## config.mk

```make
export PLATFORM = sky130hd
export DESIGN_NAME = sisc_mc_ctrl_flat
export DESIGN_NICKNAME = d
export VERILOG_FILES = /design/src/rtl/sisc_pkg.sv /design/src/rtl/sisc_mc_ctrl_if.sv /design/src/rtl/sisc_wait_cnt.sv /design/src/rtl/sisc_mc_ctrl.sv /design/src/flat_wrapper.sv
export SDC_FILE = /design/constraint.sdc
export NUM_CORES = 1
export LEC_CHECK = 0
export CAP_MARGIN = 20
export CORE_MARGIN = 1
export CORE_UTILIZATION = 40
export DETAILED_ROUTE_END_ITERATION = 8
export GPL_TIMING_DRIVEN = 0
export PLACE_DENSITY = 0.86
export SETUP_SLACK_MARGIN = 0.5
export SYNTH_ARGS = -nofsm -noshare
export SYNTH_HDL_FRONTEND = slang
export SYNTH_SLANG_ARGS = --single-unit
```

## constraint.sdc

```tcl
create_clock -name clk -period 1.9 [get_ports clk]
set_input_delay 0.38 -clock clk [delete_from_list [all_inputs] [get_ports clk]]
set_output_delay 0.38 -clock clk [all_outputs]
set_load 0.005 [all_outputs]
```

## src/rtl/sisc_pkg.sv

```systemverilog
// Shared encodings for the SISC multi-cycle controller: opcodes, ALU codes and FSM states.
package sisc_pkg;

  typedef enum logic [2:0] {
    StStart,
    StFetch,
    StDecode,
    StExec,
    StMem,
    StWb,
    StHalt
  } state_e;

  localparam logic [3:0] OP_NOP     = 4'h0;
  localparam logic [3:0] OP_ALU_REG = 4'h1;
  localparam logic [3:0] OP_ALU_IMM = 4'h2;
  localparam logic [3:0] OP_LOAD    = 4'h3;
  localparam logic [3:0] OP_STORE   = 4'h4;
  localparam logic [3:0] OP_BRA     = 4'h5;
  localparam logic [3:0] OP_BNE     = 4'h6;
  localparam logic [3:0] OP_HALT    = 4'hF;

  localparam logic [3:0] ALU_ADD = 4'h1;

  function automatic logic op_is_legal(input logic [3:0] op);
    return (op <= OP_BNE) || (op == OP_HALT);
  endfunction

endpackage

```

## src/rtl/sisc_mc_ctrl_if.sv

```systemverilog
// Decoder inputs, memory handshakes and datapath strobes of the SISC controller.
interface sisc_mc_ctrl_if #(
  parameter int unsigned OPC_W  = 4,
  parameter int unsigned STAT_W = 4
);
  logic [OPC_W-1:0]  opcode;
  logic [STAT_W-1:0] mm;
  logic [STAT_W-1:0] stat;
  logic              imem_ack;
  logic              dmem_ack;

  logic              imem_req;
  logic              ir_load;
  logic              pc_write;
  logic              pc_sel;
  logic              rf_we;
  logic              wb_sel;
  logic [3:0]        alu_op;
  logic              alu_imm;
  logic              stat_en;
  logic              dmem_req;
  logic              dmem_we;
  logic              halted;
  logic [1:0]        err;

  modport master (
    input  opcode, mm, stat, imem_ack, dmem_ack,
    output imem_req, ir_load, pc_write, pc_sel, rf_we, wb_sel, alu_op, alu_imm, stat_en,
           dmem_req, dmem_we, halted, err
  );

  modport slave (
    output opcode, mm, stat, imem_ack, dmem_ack,
    input  imem_req, ir_load, pc_write, pc_sel, rf_we, wb_sel, alu_op, alu_imm, stat_en,
           dmem_req, dmem_we, halted, err
  );

endinterface

```

## src/rtl/sisc_wait_cnt.sv

```systemverilog
// Memory-ack wait counter; o_expire flags the cycle in which the count would reach TIMEOUT.
module sisc_wait_cnt #(
  parameter int unsigned TIMEOUT = 16
) (
  input  logic clk,
  input  logic rst_f,
  input  logic i_clr,
  input  logic i_inc,
  output logic o_expire
);

  localparam int unsigned     CntW    = $clog2(TIMEOUT + 1);
  localparam logic [CntW-1:0] CntMax  = CntW'(TIMEOUT);
  localparam logic [CntW-1:0] CntLast = CntW'(TIMEOUT - 1);

  logic [CntW-1:0] r_cnt;

  always_ff @(posedge clk or negedge rst_f) begin
    if (!rst_f) begin
      r_cnt <= '0;
    end else if (i_clr) begin
      r_cnt <= '0;
    end else if (i_inc && (r_cnt != CntMax)) begin
      r_cnt <= r_cnt + CntW'(1);
    end
  end

  // An ack in the final wait cycle drops i_inc, so it beats the timeout.
  assign o_expire = i_inc && (r_cnt == CntLast);

endmodule

```

## src/rtl/sisc_mc_ctrl.sv

```systemverilog
// Multi-cycle SISC control FSM: fetch/decode/execute/memory/write-back with ack timeouts.
module sisc_mc_ctrl
  import sisc_pkg::*;
#(
  parameter int unsigned OPC_W   = 4,
  parameter int unsigned STAT_W  = 4,
  parameter int unsigned TIMEOUT = 16
) (
  input  logic              clk,
  input  logic              rst_f,
  sisc_mc_ctrl_if.master    io_bus
);

  state_e     r_state;
  state_e     w_state_d;
  logic [1:0] r_err;
  logic [1:0] w_err_d;

  logic [3:0] w_opc;
  logic       w_br_hit;
  logic       w_inc;
  logic       w_clr;
  logic       w_expire;

  logic       w_imem_req;
  logic       w_ir_load;
  logic       w_pc_write;
  logic       w_pc_sel;
  logic       w_rf_we;
  logic       w_wb_sel;
  logic [3:0] w_alu_op;
  logic       w_alu_imm;
  logic       w_stat_en;
  logic       w_dmem_req;
  logic       w_dmem_we;

  assign w_opc    = 4'(io_bus.opcode);
  assign w_br_hit = |(io_bus.stat & io_bus.mm);

  assign w_inc = ((r_state == StFetch) && !io_bus.imem_ack) ||
                 ((r_state == StMem)   && !io_bus.dmem_ack);
  assign w_clr = (w_state_d != r_state) && ((w_state_d == StFetch) || (w_state_d == StMem));

  sisc_wait_cnt #(
    .TIMEOUT (TIMEOUT)
  ) u_wait_cnt (
    .clk      (clk),
    .rst_f    (rst_f),
    .i_clr    (w_clr),
    .i_inc    (w_inc),
    .o_expire (w_expire)
  );

  always_ff @(posedge clk or negedge rst_f) begin
    if (!rst_f) begin
      r_state <= StStart;
      r_err   <= '0;
    end else begin
      r_state <= w_state_d;
      r_err   <= w_err_d;
    end
  end

  always_comb begin
    w_state_d  = r_state;
    w_err_d    = r_err;
    w_imem_req = 1'b0;
    w_ir_load  = 1'b0;
    w_pc_write = 1'b0;
    w_pc_sel   = 1'b0;
    w_rf_we    = 1'b0;
    w_wb_sel   = 1'b0;
    w_alu_op   = 4'h0;
    w_alu_imm  = 1'b0;
    w_stat_en  = 1'b0;
    w_dmem_req = 1'b0;
    w_dmem_we  = 1'b0;

    unique case (r_state)
      StStart: w_state_d = StFetch;

      StFetch: begin
        w_imem_req = 1'b1;
        if (io_bus.imem_ack) begin
          w_ir_load  = 1'b1;
          w_pc_write = 1'b1;
          w_state_d  = StDecode;
        end else if (w_expire) begin
          w_err_d[1] = 1'b1;
          w_state_d  = StHalt;
        end
      end

      StDecode: w_state_d = (w_opc == OP_HALT) ? StHalt : StExec;

      StExec: begin
        w_state_d = StFetch;
        if (w_opc == OP_ALU_REG || w_opc == OP_ALU_IMM) begin
          w_alu_op  = 4'(io_bus.mm);
          w_alu_imm = (w_opc == OP_ALU_IMM);
          w_stat_en = 1'b1;
          w_state_d = StWb;
        end else if (w_opc == OP_LOAD || w_opc == OP_STORE) begin
          w_alu_op  = ALU_ADD;
          w_alu_imm = 1'b1;
          w_state_d = StMem;
        end else if (w_opc == OP_BRA || w_opc == OP_BNE) begin
          w_pc_write = (w_opc == OP_BRA) ? w_br_hit : !w_br_hit;
          w_pc_sel   = w_pc_write;
        end else if (!op_is_legal(w_opc)) begin
          w_err_d[0] = 1'b1;
        end
      end

      StMem: begin
        w_dmem_req = 1'b1;
        w_dmem_we  = (w_opc == OP_STORE);
        if (io_bus.dmem_ack) begin
          w_state_d = (w_opc == OP_STORE) ? StFetch : StWb;
        end else if (w_expire) begin
          w_err_d[1] = 1'b1;
          w_state_d  = StHalt;
        end
      end

      StWb: begin
        w_rf_we   = 1'b1;
        w_wb_sel  = (w_opc == OP_LOAD);
        w_state_d = StFetch;
      end

      StHalt: w_state_d = StHalt;

      default: w_state_d = StHalt;
    endcase
  end

  assign io_bus.imem_req = w_imem_req;
  assign io_bus.ir_load  = w_ir_load;
  assign io_bus.pc_write = w_pc_write;
  assign io_bus.pc_sel   = w_pc_sel;
  assign io_bus.rf_we    = w_rf_we;
  assign io_bus.wb_sel   = w_wb_sel;
  assign io_bus.alu_op   = w_alu_op;
  assign io_bus.alu_imm  = w_alu_imm;
  assign io_bus.stat_en  = w_stat_en;
  assign io_bus.dmem_req = w_dmem_req;
  assign io_bus.dmem_we  = w_dmem_we;
  assign io_bus.halted   = (r_state == StHalt);
  assign io_bus.err      = r_err;

endmodule
```

## src/flat_wrapper.sv

```systemverilog
// flat-port wrapper written by rule: the top's interface ports become plain ports
module sisc_mc_ctrl_flat import sisc_pkg::*;
#(
  parameter int unsigned OPC_W   = 4,
  parameter int unsigned STAT_W  = 4,
  parameter int unsigned TIMEOUT = 16
)
  (clk, rst_f, io_bus_opcode, io_bus_mm, io_bus_stat, io_bus_imem_ack, io_bus_dmem_ack, io_bus_imem_req, io_bus_ir_load, io_bus_pc_write, io_bus_pc_sel, io_bus_rf_we, io_bus_wb_sel, io_bus_alu_op, io_bus_alu_imm, io_bus_stat_en, io_bus_dmem_req, io_bus_dmem_we, io_bus_halted, io_bus_err);
  sisc_mc_ctrl_if #(.OPC_W(OPC_W), .STAT_W(STAT_W)) io_bus_i ();
  input  logic clk;
  input  logic rst_f;
  input wire logic [$bits(io_bus_i.opcode)-1:0] io_bus_opcode;
  input wire logic [$bits(io_bus_i.mm)-1:0] io_bus_mm;
  input wire logic [$bits(io_bus_i.stat)-1:0] io_bus_stat;
  input wire logic [$bits(io_bus_i.imem_ack)-1:0] io_bus_imem_ack;
  input wire logic [$bits(io_bus_i.dmem_ack)-1:0] io_bus_dmem_ack;
  output wire logic [$bits(io_bus_i.imem_req)-1:0] io_bus_imem_req;
  output wire logic [$bits(io_bus_i.ir_load)-1:0] io_bus_ir_load;
  output wire logic [$bits(io_bus_i.pc_write)-1:0] io_bus_pc_write;
  output wire logic [$bits(io_bus_i.pc_sel)-1:0] io_bus_pc_sel;
  output wire logic [$bits(io_bus_i.rf_we)-1:0] io_bus_rf_we;
  output wire logic [$bits(io_bus_i.wb_sel)-1:0] io_bus_wb_sel;
  output wire logic [$bits(io_bus_i.alu_op)-1:0] io_bus_alu_op;
  output wire logic [$bits(io_bus_i.alu_imm)-1:0] io_bus_alu_imm;
  output wire logic [$bits(io_bus_i.stat_en)-1:0] io_bus_stat_en;
  output wire logic [$bits(io_bus_i.dmem_req)-1:0] io_bus_dmem_req;
  output wire logic [$bits(io_bus_i.dmem_we)-1:0] io_bus_dmem_we;
  output wire logic [$bits(io_bus_i.halted)-1:0] io_bus_halted;
  output wire logic [$bits(io_bus_i.err)-1:0] io_bus_err;
  assign io_bus_i.opcode = io_bus_opcode;
  assign io_bus_i.mm = io_bus_mm;
  assign io_bus_i.stat = io_bus_stat;
  assign io_bus_i.imem_ack = io_bus_imem_ack;
  assign io_bus_i.dmem_ack = io_bus_dmem_ack;
  assign io_bus_imem_req = io_bus_i.imem_req;
  assign io_bus_ir_load = io_bus_i.ir_load;
  assign io_bus_pc_write = io_bus_i.pc_write;
  assign io_bus_pc_sel = io_bus_i.pc_sel;
  assign io_bus_rf_we = io_bus_i.rf_we;
  assign io_bus_wb_sel = io_bus_i.wb_sel;
  assign io_bus_alu_op = io_bus_i.alu_op;
  assign io_bus_alu_imm = io_bus_i.alu_imm;
  assign io_bus_stat_en = io_bus_i.stat_en;
  assign io_bus_dmem_req = io_bus_i.dmem_req;
  assign io_bus_dmem_we = io_bus_i.dmem_we;
  assign io_bus_halted = io_bus_i.halted;
  assign io_bus_err = io_bus_i.err;
  sisc_mc_ctrl #(.OPC_W(OPC_W), .STAT_W(STAT_W), .TIMEOUT(TIMEOUT)) u_core (.clk(clk), .rst_f(rst_f), .io_bus(io_bus_i));
endmodule
```

==> flow_summary.toml, run 1 <==
[worst_setup_path]
crit_type = "flip-flop to flip-flop"
crit_path_to = "u_core.u_wait_cnt.r_cnt[0]"
timing.critical_path.from_type = "flip-flop"
crit_buf_inv = 1
critical-path-slowest-cell = "sky130_fd_sc_hd__or4_4"
path_delay_family = "simple AND/OR/NAND/NOR gates"
cp.arrival_ns = 2.19
critical_path.max_fanout = 3
worst_setup_path_end_kind = "flip-flop"
critical_path_depth = 8
cpPeakStageDelay_ns = 0.46
critPathLaunch = "u_core.u_wait_cnt.r_cnt[0]"
worstReg2RegStart = "u_core.u_wait_cnt.r_cnt[0]"
crit_path_cell_trace = "ha_2, and3_4, ha_4, nor4bb_1, or4_4, nor3_4, buf_6, nor3_2"
reg2reg_slack_ns = -0.13
timing.reg2reg.worst_path_depth = 8
timing.critical_path.required_ns = 2.06
worst_r2r_endpoint = "u_core.u_wait_cnt.r_cnt[0]"

[clock_tree]
h-tree-depth = 1
cts_buffers = 3
clock_path_buffers = 2
cts.clk_slew.worst_paths_ns = 0.09
cts_sinks = 10
tritoncts = "done"
ctsRootBufferMaster = "sky130_fd_sc_hd__clkbuf_4"
clock_insertion_delay_worst_skew_ns = 0.30

[cells_and_area]
most_common_cell_after_layout_fill_and_taps_aside = "sky130_fd_sc_hd__buf_6"
post_route_cells_drive_above_1_share_pct = 61.2
number_of_antenna_diodes = 0
fin_cells = 206
area_growth_syn_to_layout_pct = 105
finish.utilization_pct = 87.4
nNetsFinal = 198
most-common-layout-cells = "sky130_fd_sc_hd__buf_6 (32), sky130_fd_sc_hd__buf_4 (21), sky130_fd_sc_hd__inv_1 (10), sky130_fd_sc_hd__dlygate4sd2_1 (10), sky130_fd_sc_hd__dfrtp_1 (9)"

[floorplan]
starting_density_of_the_core_pct = 42.6
dieHeight_microns = 50.5
chipWidth_microns = 50.5
design.portCount = 33
num_rows = 17
core-area_sq_um = 2210
dieArea_sq_um = 2550

[synthesis]
synth_flop_cell = "sky130_fd_sc_hd__dfrtp_1"
netlist_top_cells_area = "sky130_fd_sc_hd__dfrtp_1 (27%), sky130_fd_sc_hd__inv_1 (4.4%), sky130_fd_sc_hd__and2_1 (4.0%)"
netlist.area_leader.share_pct = 26.6
syn-mean-instance-area_sq_um = 8.81
synth_enable_flop_cells = 0
postSynthRegisterBits = 10
synth.largest_area_cell = "sky130_fd_sc_hd__dfrtp_1"
synth-seq-area-share_pct = 26.6
synth.cell_area_sq_um = 942
yosys_warnings = 0
synthesis.instances = 107
synth_cell_type_count = 48
synth_async_sr_flop_share_pct = 100
synth_fp_nets = 126

[route]
avgRoutedWirePerCell_microns = 24.4
ant_nets = 0
drc_errors = 0
1st_iter_drt_viols = 77
detail_route.wirelength_microns = 5020
vias = 1279
drt_first_pass_iters = 4
drt-vias-per-instance = 6.21

[status]
status = "complete, but fails checks"
failed_checks = "negative setup slack"

[global_routing]
grt_pass1_vias = 1237
grt_util_all_layers_pct = 34.1
gr-total-overflow = 0
grt_start_max_net_pins = 11
grt_pass1_wl_microns = 6180
grt_antenna_before_repair = 0

[pwr]
net-switching-power_uw = 957
p_int_mw = 1.30
vdd_ir_drop_max_uv = 1050
power.density_nw_per_um2 = 1170
power_switching_share_pct = 42.5
p_seq_share_pct = 13.6
cellLeakagePower_nw = 0.853
power.share.combinational_pct = 76.8
pwr-share-clk_pct = 9.5

[sta]
period_minus_slack_ns = 2.03
rsz0062_at_grt = "true"
relative_max_transition_margin_pct = 61.3
achievable_frequency_ghz = 0.493
finalHoldViolations = 0
timing_worst_slew_pin_value_ns = 0.579
fin_crit_sh_pct = 107
slew_viol_final = 0
setup-violations-final = 17
skew_ns = 0.0235
setup_slack_ns = -0.128

[flow_run]
drv.max_cap_violation_count = 0

[hold_path]
hold_path.class = "primary input to asynchronous set/reset pin"

[place]
detailed_place_hpwl_microns = 1910
finalWeightedCongestion = 0.795
buffer_ports.inserted = 29
post-place-cells = 164
==> registers in the layout, indices dropped and copies added, names as in the netlist <==
register	count
u_core.r_state	3
u_core.io_bus.err	2
u_core.u_wait_cnt.r_cnt	5
==> routing by layer <==
metal	global-route usage [%]	share of wire (%)	up-vias
li1	-	-	531
met1	39.3	38	624
met2	58.7	48	94
met3	8.18	9.4	30
met4	16.2	4.5	0
met5	0	0	-
==> cell usage after synthesis (2+ instances only) <==
cell type / n
sky130_fd_sc_hd__a211o_1: 2
sky130_fd_sc_hd__a211oi_1: 3
sky130_fd_sc_hd__a21o_1: 2
sky130_fd_sc_hd__a21oi_1: 3
sky130_fd_sc_hd__a22oi_1: 3
sky130_fd_sc_hd__a311oi_1: 2
sky130_fd_sc_hd__a31oi_1: 2
sky130_fd_sc_hd__and2_1: 6
sky130_fd_sc_hd__and3_1: 2
sky130_fd_sc_hd__buf_2: 3
sky130_fd_sc_hd__buf_6: 2
sky130_fd_sc_hd__dfrtp_1: 10
sky130_fd_sc_hd__ha_1: 3
sky130_fd_sc_hd__inv_1: 11
sky130_fd_sc_hd__nand2_1: 6
sky130_fd_sc_hd__nand3_1: 2
sky130_fd_sc_hd__nor3_1: 5
sky130_fd_sc_hd__nor3b_1: 5
sky130_fd_sc_hd__o21ai_0: 3
sky130_fd_sc_hd__or3b_4: 2
sky130_fd_sc_hd__xnor2_1: 3
==> per-stage QoR <==
| stage | total power, mW | TNS, ns | instance area [sq um] | hold WS, ns | worst slack (ns) |
|---|---|---|---|---|---|
| 6_report | 2.25 | -1.28 | 1930 | 0.407 | -0.128 |
| 5_1_grt | 2.31 | -1.80 | 1930 | 0.442 | -0.169 |
| 4_1_cts | 1.92 | -0.540 | 1810 | 0.408 | -0.0900 |
| 3_5_place_dp | 1.12 | -8.25 | 1400 | 0.451 | -0.744 |
| 3_3_place_gp | 1.09 | -7.66 | 1400 | 0.440 | -0.729 |
| 2_1_floorplan | 0.864 | 0 | 1070 | 0.0844 | 0.0350 |
==> power groups by stage <==
stage / clock [mW] / sequential, mW / combinational [mW]
after floorplan: 0 / 0.298 / 0.566
after global placement: 0 / 0.306 / 0.784
after detailed placement: 0 / 0.310 / 0.806
after CTS: 0.204 / 0.303 / 1.41
after global routing: 0.227 / 0.310 / 1.78
final: 0.215 / 0.308 / 1.73
==> cell type report <==
class,instances,area (sq um)
multi-input combinational,79,848
timing repair buffer,67,616
fill,88,279
sequential,10,251
buffer,7,105
inverter,11,41.3
clock buffer,4,36.3
tap,28,35.0
==> kinds of logic (layout without fill, tap and decap cells) <==
group,count (synthesis),after routing,share of synthesized area (%)
xor+xnor,4,4,3.72
simple gates,41,41,29.1
mux,1,1,1.06
fa+ha+maj,4,4,5.05
buf+inv,18,89,9.56
flops,10,10,26.6
compound gates,29,29,25.0
==> how the worst min path moves through the flow <==
stage	slack, ns	end
3_3_place_gp	0.44	u_core.io_bus.err[1]
2_1_floorplan	0.08	u_core.io_bus.err[0]
5_1_grt	0.44	u_core.r_state[0]
3_5_place_dp	0.45	u_core.io_bus.err[1]
6_report	0.41	u_core.io_bus.err[1]
4_1_cts	0.41	u_core.r_state[2]
==> repair_timing <==
item / in CTS / in global routing
setup endpoints to repair: 27 / 24
cloned: 0 / 0
setup buffers: 32 / 6
hold buffers: 0 / 0
resized for setup: 127 / 17
pin swaps: 20 / 7
==> worst register-to-register path, delay by kind of cell (launching register included) <==
kind / cells / cell delay [ns]
fa+ha+maj: 2 / 0.37
buf+inv: 1 / 0.15
simple gates: 5 / 1.01
flops: 1 / 0.39
Note: power is estimated with default switching activity, not from simulation.
==> inputs of run 2 (changes only) <==
- CORE_UTILIZATION: 40 -> 48
- PLACE_DENSITY: 0.86 -> 0.95
- SLEW_MARGIN: unset -> 10
- clock period: 1.9 -> 2.6 ns (I/O delays scaled with it)
==> run 2 against run 1 <==
Effect of this change:
- the flow now finishes without violations
- routed wire length decreased by 34%
- sequential share of layout area grew 4.1 points
- non-clock buffer count fell by 28
- utilization decreased by 4.7 points
- setup slack improved by 0.58 ns
- register-to-register slack gained 0.69 ns
- first-iteration DRC count rose by 10%
- hold slack gained 0.073 ns
- global-route usage is 4.9 points lower
- clock-buffer cell count fell by 1
- via count is 17% lower
==> flow_summary.toml, run 2 (synthesis results as in run 1) <==
[cells_and_area]
largest_register_ffs = 5
regMostFlops = "u_core.u_wait_cnt.r_cnt"
sequential_cell_area_sq_um = 251
area_growth_syn_to_layout_pct = 56.4
post_route_cells_drive_above_1_share_pct = 41.6
multiInputGateArea_sq_um = 729
final_design_area_no_fill_sq_um = 1470
nNetsFinal = 170
number_of_antenna_diodes = 0
fin_cells = 174
most-common-layout-cells = "sky130_fd_sc_hd__inv_1 (11), sky130_fd_sc_hd__buf_4 (11), sky130_fd_sc_hd__buf_6 (10)"
layout.filler_cells = 91

[place]
buffer_ports.inserted = 29
placed_cell_area_sq_um = 1260
finalWeightedCongestion = 0.824
detailed_place_hpwl_microns = 1950
post-place-cells = 161

[worst_setup_path]
critical-path-slowest-cell = "sky130_fd_sc_hd__dfrtp_1"
timing.critical_path.from_type = "flip-flop"
critical_path.max_fanout = 3
worst_setup_path_end_kind = "output port"
crit_path_cell_trace = "nand4bb_4, nor3_4, buf_4, and2_4, dlymetal6s2s_1"
timing.critical_path.required_ns = 2.08
crit_type = "flip-flop to output port"
cpPeakStageDelay_ns = 0.44
cp.arrival_ns = 1.63

[clock_tree]
cts_sinks = 10
clock_path_buffers = 2
ctsRootBufferMaster = "sky130_fd_sc_hd__clkbuf_4"
cts.clk_slew.worst_paths_ns = 0.06
h-tree-depth = 1
tritoncts = "done"
hold_buffers = 0
clock_insertion_delay_worst_skew_ns = 0.28
cts_buffers = 3

[route]
drc_errors = 0
drt-vias-per-instance = 6.13
drt_first_pass_iters = 4
avgRoutedWirePerCell_microns = 19.2
detail_route.wirelength_microns = 3330
vias = 1066
1st_iter_drt_viols = 85
ant_nets = 0

[global_routing]
grt_util_all_layers_pct = 29.2
grt_pass1_vias = 923
grt_pass1_wl_microns = 4440
gr-total-overflow = 0
grt_antenna_before_repair = 0
grt_start_max_net_pins = 11

[status]
status = "complete, no violations"

[sta]
timing_worst_slew_pin_value_ns = 0.526
relative_max_transition_margin_pct = 64.9
achievable_frequency_ghz = 0.466
fin_crit_sh_pct = 82.5
rsz0062_at_grt = "true"
timing.hold.ws_ns = 0.480
skew_ns = 0.0104
period_minus_slack_ns = 2.15
setup-violations-final = 0
finalHoldViolations = 0
slew_viol_final = 0

[floorplan]
dieArea_sq_um = 2140
design.portCount = 33
num_rows = 15
chipWidth_microns = 46.3
starting_density_of_the_core_pct = 52.8
dieHeight_microns = 46.3
core-area_sq_um = 1780

[flow_run]
drv.max_cap_violation_count = 0

[pwr]
cellLeakagePower_nw = 0.691
vdd_ir_drop_max_uv = 677
p_total_mw = 1.08
power.density_nw_per_um2 = 735

[hold_path]
hold_path.class = "flip-flop to flip-flop"
-- run 2: cell count changes in the layout (fill, tap and decap cells not counted), moves of 4 or more --
cell	delta
sky130_fd_sc_hd__clkbuf_2	+7
sky130_fd_sc_hd__dlygate4sd2_1	-6
sky130_fd_sc_hd__buf_4	-10
sky130_fd_sc_hd__clkdlybuf4s50_1	+4
sky130_fd_sc_hd__buf_6	-22
sky130_fd_sc_hd__dlymetal6s2s_1	+4
-- run 2: final timing paths --
check / to / cells after the start / slack [ns] / start
min in group asynchronous: u_core.u_wait_cnt.r_cnt[2] / 1 / 0.56 / rst_f
setup / recovery: io_bus_alu_op[1] / 5 / 0.45 / u_core.r_state[2]
hold / removal: u_core.io_bus.err[1] / 1 / 0.48 / u_core.io_bus.err[1]
max in group asynchronous: u_core.r_state[1] / 1 / 1.69 / rst_f
setup reg to reg: u_core.u_wait_cnt.r_cnt[1] / 7 / 0.56 / u_core.u_wait_cnt.r_cnt[1]
hold reg to reg: u_core.io_bus.err[1] / 1 / 0.48 / u_core.io_bus.err[1]
-- run 2: layer usage --
metal	wire length, microns	global-route usage (%)	part of all wire [%]
met1	1280	37.0	39
met2	1680	48.9	51
met3	250	8.63	7.5
met4	115	5.29	3.4
met5	0	0	0
-- run 2: area by class of cell --
class / instances / share of cell area (%)
multi-input combinational: 79 / 49.5
buffer: 7 / 4.16
sequential: 10 / 17.1
tap: 25 / 2.12
timing repair buffer: 39 / 22.8
inverter: 11 / 2.80
clock buffer: 3 / 1.53
-- run 2: stage by stage --
stage | setup WS [ns] | TNS, ns | util, %
floorplan | 0.577 | 0 | -
finish | 0.454 | 0 | 82.7
detailed placement | -0.322 | -1.35 | 70.9
global route | 0.393 | 0 | 82.7
CTS | 0.263 | 0 | 79.9
global placement | -0.256 | -1.08 | 70.9
-- run 2: report_power, final --
group / switching (mW) / internal, mW / leakage, nW
Clock: 0.0566 / 0.0536 / 0.0138
Sequential: 0.0437 / 0.190 / 0.128
Combinational: 0.374 / 0.365 / 0.550
Total: 0.475 / 0.609 / 0.691
-- run 2: timing repair --
| action | CTS | global route |
|---|---|---|
| endpoints found under the setup margin | 21 | 16 |
| hold endpoints to repair | 0 | 0 |
| pin swaps | 18 | 12 |
| setup buffers | 6 | 4 |
| resized for setup | 66 | 32 |
-- run 2: worst max-delay path, delay by kind of cell (launching register included) --
kind / cells / cell delay, ns
buffers and inverters: 2 / 0.28
DFF: 1 / 0.44
and+or+nand+nor: 3 / 0.64
==> inputs of run 3 (changes only) <==
- CORE_UTILIZATION: 48 -> 44
- PLACE_DENSITY: 0.95 -> 0.89
- clock period: 2.6 -> 2.1 ns (I/O delays scaled with it)
==> run 3 against run 2 <==
Effect of this change:
- setup slack lost 0.44 ns
- clock power is 70% higher
- non-clock buffer count grew 19
- power is 73% higher
- critical path depth is 2 higher
- utilization rose by 5.2 points
- die area rose by 8.7%
- sequential share of layout area fell by 2.6 points
- via count up 17%
==> flow_summary.toml, run 3 (synthesis results as in run 1) <==
[worst_setup_path]
timing.critical_path.from_type = "flip-flop"
timing.critical_path.required_ns = 1.68
worst_setup_path_end_kind = "output port"
crit_type = "flip-flop to output port"
worstReg2RegStart = "u_core.r_state[0]"
cp.arrival_ns = 1.67
critical_path.max_fanout = 3
reg2reg_slack_ns = 0.03
critPathLaunch = "u_core.r_state[1]"

[hold_path]
hold_path.class = "primary input to asynchronous set/reset pin"

[clock_tree]
cts_buffers = 3
ctsRootBufferMaster = "sky130_fd_sc_hd__clkbuf_4"
clock_insertion_delay_worst_skew_ns = 0.29
cts.clk_slew.worst_paths_ns = 0.09
clock_path_buffers = 2
h-tree-depth = 1
cts_sinks = 10
tritoncts = "done"

[route]
avgRoutedWirePerCell_microns = 22.4
1st_iter_drt_viols = 59
drt-vias-per-instance = 6.36
drt_first_pass_iters = 4
drc_errors = 0
detail_route.wirelength_microns = 4380
ant_nets = 0
vias = 1246

[sta]
period_minus_slack_ns = 2.09
slew_viol_final = 0
setup_slack_ns = 0.0143
achievable_frequency_ghz = 0.479
finalHoldViolations = 0
timing.hold.ws_ns = 0.451
timing_worst_slew_pin_value_ns = 0.586
setup-violations-final = 0
fin_crit_sh_pct = 99.3
skew_ns = 0.0192
rsz0062_at_grt = "true"
relative_max_transition_margin_pct = 60.8

[cells_and_area]
area_growth_syn_to_layout_pct = 84.9
most_common_cell_after_layout_fill_and_taps_aside = "sky130_fd_sc_hd__buf_4"
post_route_cells_drive_above_1_share_pct = 55.6
regMostFlops = "u_core.u_wait_cnt.r_cnt"
number_of_antenna_diodes = 0
nNetsFinal = 189
most-common-layout-cells = "sky130_fd_sc_hd__buf_4 (22), sky130_fd_sc_hd__buf_6 (15), sky130_fd_sc_hd__inv_1 (11), sky130_fd_sc_hd__buf_2 (11)"
fin_cells = 196
largest_register_ffs = 5

[floorplan]
dieHeight_microns = 48.3
dieArea_sq_um = 2330
num_rows = 16
core-area_sq_um = 1980
chipWidth_microns = 48.3
design.portCount = 33
starting_density_of_the_core_pct = 47.5

[global_routing]
grt_util_all_layers_pct = 33.6
grt_start_max_net_pins = 11
gr-total-overflow = 0
grt_pass1_vias = 1076
grt_pass1_wl_microns = 5220
grt_antenna_before_repair = 0

[place]
dp_worst_setup_slack_ns = -0.614
finalWeightedCongestion = 0.860
buffer_ports.inserted = 29
detailed_place_hpwl_microns = 1870
post-place-cells = 163

[status]
status = "complete, no violations"

[pwr]
cellLeakagePower_nw = 0.773
power.density_nw_per_um2 = 1070
vdd_ir_drop_max_uv = 783

[flow_run]
drv.max_cap_violation_count = 0
==> run 3: changes by cell type in the layout (fill, tap and decap cells not counted), moves of 5 or more <==
cell and delta:
sky130_fd_sc_hd__buf_2 +8, sky130_fd_sc_hd__buf_4 +11, sky130_fd_sc_hd__buf_6 +5, sky130_fd_sc_hd__clkbuf_2 -7
sky130_fd_sc_hd__dlygate4sd2_1 +5
==> run 3: cell type report <==
type                    instances  area (sq um)
plain buffers                   7          85.1
clock buffers                   4          36.3
repair buffers                 58           489
multi-input cells              79           805
fillers                        99           240
inverters                      11          41.3
well taps                      27          33.8
flip-flops and latches         10           251
==> run 3: timing repair <==
action,CTS,global route
endpoints found under the setup margin,23,25
pin swaps,16,9
buffers inserted,21,8
hold buffers,0,0
resized for setup,104,13
hold endpoints to repair,0,0
==> run 3: report_power, final <==
part | switching, mW | internal [mW]
registers | 0.0360 | 0.235
clock network | 0.0815 | 0.106
logic | 0.682 | 0.731
==> run 3: layer usage <==
layer  GRT usage, %  routed length, microns
met5              0                       0
met1           38.0                    1710
met4           14.4                     155
met3           11.5                     322
met2           57.3                    2200
==> run 3: through the flow <==
stage                     utilization [%]  power (mW)  TNS, ns  cell area, sq um
final                                87.9        1.87        0              1740
after global routing                 87.9        1.94   -0.181              1740
after CTS                            81.4        1.57        0              1610
after detailed placement             68.6        1.00    -5.24              1360
after global placement               68.6       0.972    -4.79              1360
after floorplan                         -       0.766        0              1040
==> run 3: worst paths after layout <==
kind | endpoint | cells after the start
max | io_bus_pc_write | 7
min | u_core.u_wait_cnt.r_cnt[0] | 1
max reg2reg | u_core.u_wait_cnt.r_cnt[2] | 8
min reg2reg | u_core.io_bus.err[1] | 1
max in group asynchronous | u_core.r_state[1] | 1
min in group clk | u_core.io_bus.err[1] | 1
==> run 3: worst max-delay path, cell delays in order, from the launching register on <==
cell and delay (ns):
sky130_fd_sc_hd__dfrtp_2 0.41, sky130_fd_sc_hd__buf_6 0.12, sky130_fd_sc_hd__nand4bb_4 0.12, sky130_fd_sc_hd__buf_6 0.14
sky130_fd_sc_hd__buf_6 0.11, sky130_fd_sc_hd__a211oi_4 0.24, sky130_fd_sc_hd__or2_4 0.16, sky130_fd_sc_hd__buf_6 0.08
